### src/rtl/buffer_seq.sv
// buffer_seq: loads a job of vectors into an external buffer, then replays
// the buffered vectors a programmable number of times on an output stream.
//
// Ports:
//   i_clk, i_rst          clock (rising edge), async active-high reset
//   i_start, i_abort      job start (IDLE only), job cancel
//   i_len, i_reps         vectors per job, full read-out passes
//   i_in_valid/o_in_ready/i_in_data      load stream
//   o_buf_we/o_buf_addr_wr/o_buf_data_wr buffer write port
//   o_buf_addr_rd/i_buf_data_rd          buffer read port (comb. read)
//   o_out_valid/i_out_ready/o_out_data   output stream
//   o_busy                high in LOAD or DRAIN
//   o_done                one-cycle job-complete pulse
module buffer_seq #(
    parameter int VEC_WIDTH  = 384,
    parameter int ARR_DEPTH  = 16,
    parameter int ADDR_WIDTH = 4,
    parameter int REP_WIDTH  = 8
) (
    input  logic                  i_clk,
    input  logic                  i_rst,
    input  logic                  i_start,
    input  logic                  i_abort,
    input  logic [ADDR_WIDTH:0]   i_len,
    input  logic [REP_WIDTH-1:0]  i_reps,
    input  logic                  i_in_valid,
    output logic                  o_in_ready,
    input  logic [VEC_WIDTH-1:0]  i_in_data,
    output logic                  o_buf_we,
    output logic [ADDR_WIDTH-1:0] o_buf_addr_wr,
    output logic [VEC_WIDTH-1:0]  o_buf_data_wr,
    output logic [ADDR_WIDTH-1:0] o_buf_addr_rd,
    input  logic [VEC_WIDTH-1:0]  i_buf_data_rd,
    output logic                  o_out_valid,
    input  logic                  i_out_ready,
    output logic [VEC_WIDTH-1:0]  o_out_data,
    output logic                  o_busy,
    output logic                  o_done
);

    typedef enum logic [1:0] {
        IDLE,
        LOAD,
        DRAIN
    } state_t;

    localparam logic [ADDR_WIDTH:0] DEPTH =
        (ADDR_WIDTH+1)'(ARR_DEPTH);
    localparam logic [ADDR_WIDTH:0] LEN_ONE =
        (ADDR_WIDTH+1)'(1);
    localparam logic [ADDR_WIDTH-1:0] PTR_ONE =
        ADDR_WIDTH'(1);
    localparam logic [REP_WIDTH-1:0] REP_ONE =
        REP_WIDTH'(1);

    state_t                state_q, state_d;
    logic [ADDR_WIDTH:0]   len_q, len_d;
    logic [REP_WIDTH-1:0]  reps_q, reps_d;
    logic [REP_WIDTH-1:0]  rep_cnt_q, rep_cnt_d;
    logic [ADDR_WIDTH-1:0] wr_ptr_q, wr_ptr_d;
    logic [ADDR_WIDTH-1:0] rd_ptr_q, rd_ptr_d;
    logic                  done_q, done_d;

    logic [ADDR_WIDTH:0]   len_clamp;
    logic [REP_WIDTH-1:0]  reps_clamp;
    logic                  load_hs;
    logic                  out_hs;
    logic                  wr_last;
    logic                  rd_last;
    logic                  rep_last;

    assign len_clamp  = (i_len > DEPTH) ? DEPTH : i_len;
    assign reps_clamp = (i_reps == '0) ? REP_ONE : i_reps;

    assign load_hs  = (state_q == LOAD) && i_in_valid;
    assign out_hs   = (state_q == DRAIN) && i_out_ready;
    assign wr_last  = ({1'b0, wr_ptr_q} == (len_q - LEN_ONE));
    assign rd_last  = ({1'b0, rd_ptr_q} == (len_q - LEN_ONE));
    assign rep_last = (rep_cnt_q == (reps_q - REP_ONE));

    always_ff @(posedge i_clk or posedge i_rst) begin
        if (i_rst) begin
            state_q   <= IDLE;
            len_q     <= '0;
            reps_q    <= '0;
            rep_cnt_q <= '0;
            wr_ptr_q  <= '0;
            rd_ptr_q  <= '0;
            done_q    <= 1'b0;
        end else begin
            state_q   <= state_d;
            len_q     <= len_d;
            reps_q    <= reps_d;
            rep_cnt_q <= rep_cnt_d;
            wr_ptr_q  <= wr_ptr_d;
            rd_ptr_q  <= rd_ptr_d;
            done_q    <= done_d;
        end
    end

    always_comb begin
        state_d   = state_q;
        len_d     = len_q;
        reps_d    = reps_q;
        rep_cnt_d = rep_cnt_q;
        wr_ptr_d  = wr_ptr_q;
        rd_ptr_d  = rd_ptr_q;
        done_d    = 1'b0;
        unique case (state_q)
            IDLE: begin
                if (i_start && !i_abort) begin
                    len_d     = len_clamp;
                    reps_d    = reps_clamp;
                    wr_ptr_d  = '0;
                    rd_ptr_d  = '0;
                    rep_cnt_d = '0;
                    // An empty job completes without leaving IDLE.
                    if (len_clamp == '0) begin
                        done_d = 1'b1;
                    end else begin
                        state_d = LOAD;
                    end
                end
            end
            LOAD: begin
                if (load_hs) begin
                    wr_ptr_d = wr_ptr_q + PTR_ONE;
                    if (wr_last) begin
                        state_d   = DRAIN;
                        rd_ptr_d  = '0;
                        rep_cnt_d = '0;
                    end
                end
                // The handshake above still lands; only the state is cut.
                if (i_abort) begin
                    state_d = IDLE;
                end
            end
            DRAIN: begin
                if (out_hs) begin
                    if (!rd_last) begin
                        rd_ptr_d = rd_ptr_q + PTR_ONE;
                    end else if (!rep_last) begin
                        rd_ptr_d  = '0;
                        rep_cnt_d = rep_cnt_q + REP_ONE;
                    end else begin
                        state_d = IDLE;
                        done_d  = 1'b1;
                    end
                end
                // A cancelled job never reports completion.
                if (i_abort) begin
                    state_d = IDLE;
                    done_d  = 1'b0;
                end
            end
            default: begin
                state_d = IDLE;
            end
        endcase
    end

    assign o_in_ready    = (state_q == LOAD);
    assign o_buf_we      = load_hs;
    assign o_buf_addr_wr = wr_ptr_q;
    assign o_buf_data_wr = i_in_data;
    assign o_buf_addr_rd = (state_q == DRAIN) ? rd_ptr_q : '0;
    assign o_out_valid   = (state_q == DRAIN);
    assign o_out_data    = i_buf_data_rd;
    assign o_busy        = (state_q == LOAD) || (state_q == DRAIN);
    assign o_done        = done_q;

endmodule

### config.mk
export PLATFORM = sky130hd
export DESIGN_NAME = buffer_seq
export DESIGN_NICKNAME = d
export VERILOG_FILES = /design/src/rtl/buffer_seq.sv
export SDC_FILE = /design/constraint.sdc
export NUM_CORES = 1
export LEC_CHECK = 0
export ABC_AREA = 0
export ABC_CLOCK_PERIOD_IN_PS = 4800
export CORE_AREA = 5 5 612 614
export CTS_CLUSTER_SIZE = 40
export DETAILED_ROUTE_END_ITERATION = 12
export DIE_AREA = 0 0 617 619
export PLACE_DENSITY = 0.3
export SLEW_MARGIN = 20
export SYNTH_ARGS = -nofsm -noshare
export SYNTH_HDL_FRONTEND = slang
export SYNTH_SLANG_ARGS = --single-unit
### constraint.sdc
create_clock -name i_clk -period 4.8 [get_ports i_clk]
set_input_delay 0.48 -clock i_clk [delete_from_list [all_inputs] [get_ports i_clk]]
set_output_delay 0.48 -clock i_clk [all_outputs]
set_load 0.05 [all_outputs]
==> results.py <==
metrics = {
    "global_routing": {
        "grt_use_total_pct": 10.35,
        "grt_antenna_before_repair": 10,
        "grt_max_degree": 33,
        "grt_pass1_wl_mm": 218.2,
        "first_global_vias": 4059,
        "overflow": 0,
    },
    "place": {
        "dp.final_hpwl_mm": 199.6,
        "numPortBuffers": 31,
        "place_congestion": 0.6125,
        "post-place-ws_ns": 2.002,
    },
    "layout": {
        "n_fill_cell": 43795,
        "drive_above_1_share_pct": 13.21,
        "nets": 1075,
        "layout.area.seq_sq_um": 800.8,
        "syn_to_final_growth_pct": 9.075,
        "multiInputGateArea_sq_um": 1369,
    },
    "floorplan": {
        "die-height_um": 619,
        "dieWidth_um": 617,
        "start_util_pct": 2.184,
        "die_area_sq_um": 381900,
        "core.rowCount": 223,
        "pin_count": 1568,
        "core_area_sq_um": 368000,
    },
    "sta": {
        "hold_viol": 0,
        "post-route-period-util_pct": 61.37,
        "worst_slew_pin_slew_ns": 0.8140,
        "fin_skew_ns": 0.01258,
        "grt_setup_unrepaired": "false",
        "setup_tns_ns": 0,
        "drv_slew": 0,
        "post-route-min-period_ns": 2.946,
        "timing.final.ws_setup_ns": 1.854,
        "slew_headroom_pct": 45.56,
        "max_freq_mhz": 339.5,
        "setup-violations-final": 0,
    },
    "yosys": {
        "syn_nets": 1813,
        "ys_types": 58,
        "synth_area_leaders": "buf_4 72%, dfrtp_1 10%, xnor2_1 1.5%",
        "syn_area_per_cell_sq_um": 7.903,
        "yosysSeqAreaShare_pct": 9.963,
        "async_reset_ff_share_pct": 100.0,
        "synth_edf_count": 0,
        "yosys.area.top_type_share_pct": 71.73,
        "synth_ff_type": "dfrtp_1",
        "yosysTopAreaCell": "buf_4",
        "ys_ff_latch": 32,
        "synth.cell_area_sq_um": 8038,
        "synthCells": 1017,
        "synth_warnings": 0,
    },
    "worst_hold_path": {
        "hold_depth": 2,
        "hold_path.class": "reg -> reg",
    },
    "clock_network": {
        "cts-htree-levels": 2,
        "numCtsBuffers": 5,
        "cts_tree": "yes",
        "cts_setup_buffers": 0,
        "cts.clk_slew.worst_paths_ns": 0.06,
        "cts_root_buf": "clkbuf_16",
        "cts_resized": 0,
        "cts.sinks": 32,
        "ctsHoldBuffers": 0,
        "clockBufferDepth": 2,
        "clock_latency_ns": 0.29,
    },
    "critical_path": {
        "arrival_ns": 2.47,
        "path_max_fanout": 25,
        "worst-r2r-cell-count": 8,
        "critical_path_required_ns": 4.32,
        "rr_startpoint": "len_q[0]",
        "cp_num_buf_inv": 4,
        "worst-r2r-setup-slack_ns": 2.03,
        "crit_top_cell": "inv_1",
        "crit_type": "reg -> out",
        "cp.depth": 6,
        "critPathCapture": "o_buf_addr_rd[3]",
        "endpoint_kind": "output pin",
        "worstPathCellList": "inv_1, ha_1, buf_4, nand2_1, inv_1, clkdlybuf4s50_1",
        "crit_slowest_cell": "clkdlybuf4s50_1",
        "r2r-end": "rep_cnt_q[6]",
        "cpPeakStageDelay_ns": 0.88,
        "path_delay_family": "buffers and inverters",
        "critical_path.startpoint": "state_q[0]",
        "critPathLaunchType": "register",
    },
    "flow_run": {
        "max_cap_viol_count": 0,
    },
    "pwr": {
        "p_sw_share_pct": 44.96,
        "p_leak_nw": 1.179,
        "p_int_mw": 0.9129,
        "p_sw_mw": 0.7458,
        "clkPwrFrac_pct": 22.8,
        "seqPwrFrac_pct": 28.2,
        "pwr-share-comb_pct": 49.0,
        "p_per_area_nw_per_um2": 189.2,
        "vdd_drop_max_mv": 0.1200,
    },
    "drt": {
        "post_drt_via_cell_ratio": 0.8027,
        "drt_iter0_drc": 368,
        "wl_per_cell_um": 40.50,
        "ant_nets": 0,
        "wl_mm": 207.3,
        "drtPass1Iterations": 4,
        "drcViolationCount": 0,
        "dr_total_vias": 4108,
    },
    "run_status": {
        "status": "finished clean",
    },
}
[state kept, by name, indices dropped and copies added (netlist names)]
name	flops
len_q	5
o_buf_addr_wr	4
o_done	1
rd_ptr_q	4
rep_cnt_q	8
reps_q	8
state_q	2
[cells in the mapped netlist, types with 5 or more instances]
| library cell | instances |
|---|---|
| clkbuf_1 | 6 |
| nand3_1 | 12 |
| nor2_1 | 12 |
| nand2_1 | 25 |
| dfrtp_1 | 32 |
| a21oi_1 | 13 |
| o21ai_0 | 8 |
| ha_1 | 9 |
| inv_1 | 16 |
| nor3_1 | 5 |
| xor2_1 | 10 |
| nand2b_1 | 6 |
| xnor2_1 | 14 |
| mux2_2 | 8 |
| buf_4 | 768 |
[metrics by stage]
| stage | power (mW) | hold slack (ns) | cells | cell area [sq um] | util, % |
|---|---|---|---|---|---|
| 2_1_floorplan | 2.759 | 0.4726 | 1017 | 8038 | - |
| 3_3_place_gp | 1.335 | 0.5206 | 5109 | 8597 | 2.336 |
| 3_5_place_dp | 1.320 | 0.5291 | 5109 | 8597 | 2.336 |
| 4_1_cts | 1.710 | 0.5410 | 5117 | 8765 | 2.382 |
| 5_1_grt | 1.794 | 0.5615 | 5118 | 8767 | 2.382 |
| 6_report | 1.659 | 0.5420 | 5118 | 8767 | 2.382 |
[cells in the final DEF, fill, tap and decap left out, types with 8 or more instances in the layout]
| cell | instances |
|---|---|
| a21oi_1 | 13 |
| clkdlybuf4s50_1 | 27 |
| dfrtp_1 | 32 |
| ha_1 | 9 |
| inv_1 | 16 |
| mux2_2 | 8 |
| nand2_1 | 25 |
| nand3_1 | 12 |
| nor2_1 | 12 |
| o21ai_0 | 8 |
| xnor2_1 | 14 |
| xor2_1 | 10 |
[worst reg2reg max path, cell delays in order (launching register included)]
cell      delay (ns)
dfrtp_1         0.43
inv_1           0.09
ha_1            0.25
nor3b_1         0.33
xnor2_1         0.16
nand4_1         0.37
o21bai_2        0.40
or3_1           0.39
o311ai_1        0.25
[per-layer routing]
metal	track usage, %	wire length (um)	up-vias
li1	-	-	960
met1	2.309	16470	1314
met2	16.84	95210	1546
met3	20.33	85700	260
met4	3.682	8744	28
met5	2.235	1150	-
[final cells by class]
cell class | instances | share of cell area (%)
Tap cell | 4837 | 69.03
Timing Repair Buffer | 33 | 3.596
Antenna cell | 1 | 0.02854
Sequential cell | 32 | 9.134
Inverter | 16 | 0.6850
Multi-Input combinational cell | 191 | 15.61
Clock inverter | 3 | 0.4852
Clock buffer | 5 | 1.427
[how the worst min path moves through the flow]
stage | start | to | slack [ns]
6_report | len_q[1] | len_q[1] | 0.54
2_1_floorplan | len_q[1] | len_q[1] | 0.47
4_1_cts | len_q[1] | len_q[1] | 0.54
3_3_place_gp | len_q[1] | len_q[1] | 0.52
5_1_grt | reps_q[7] | reps_q[7] | 0.56
3_5_place_dp | len_q[1] | len_q[1] | 0.53
[power groups by stage]
stage | registers, mW | logic (mW) | clock network, mW
finish | 0.468 | 0.813 | 0.378
global route | 0.485 | 0.917 | 0.392
detailed placement | 0.476 | 0.844 | 0
floorplan | 0.467 | 2.29 | 0
global placement | 0.477 | 0.858 | 0
CTS | 0.472 | 0.850 | 0.387
[cells by family (layout without fill, tap and decap cells)]
family          Yosys count  in the layout  share of synthesized area [%]
flops                    32             32                          9.963
xor+xnor                 24             24                          2.615
buf+inv                 794             57                          73.01
fa+ha+maj                 9              9                          1.401
compound gates           54             54                          4.966
simple gates             93             93                          6.491
mux                      11             11                          1.557
other cells               0              1                              0
Note: power is estimated with default switching activity, not from simulation.
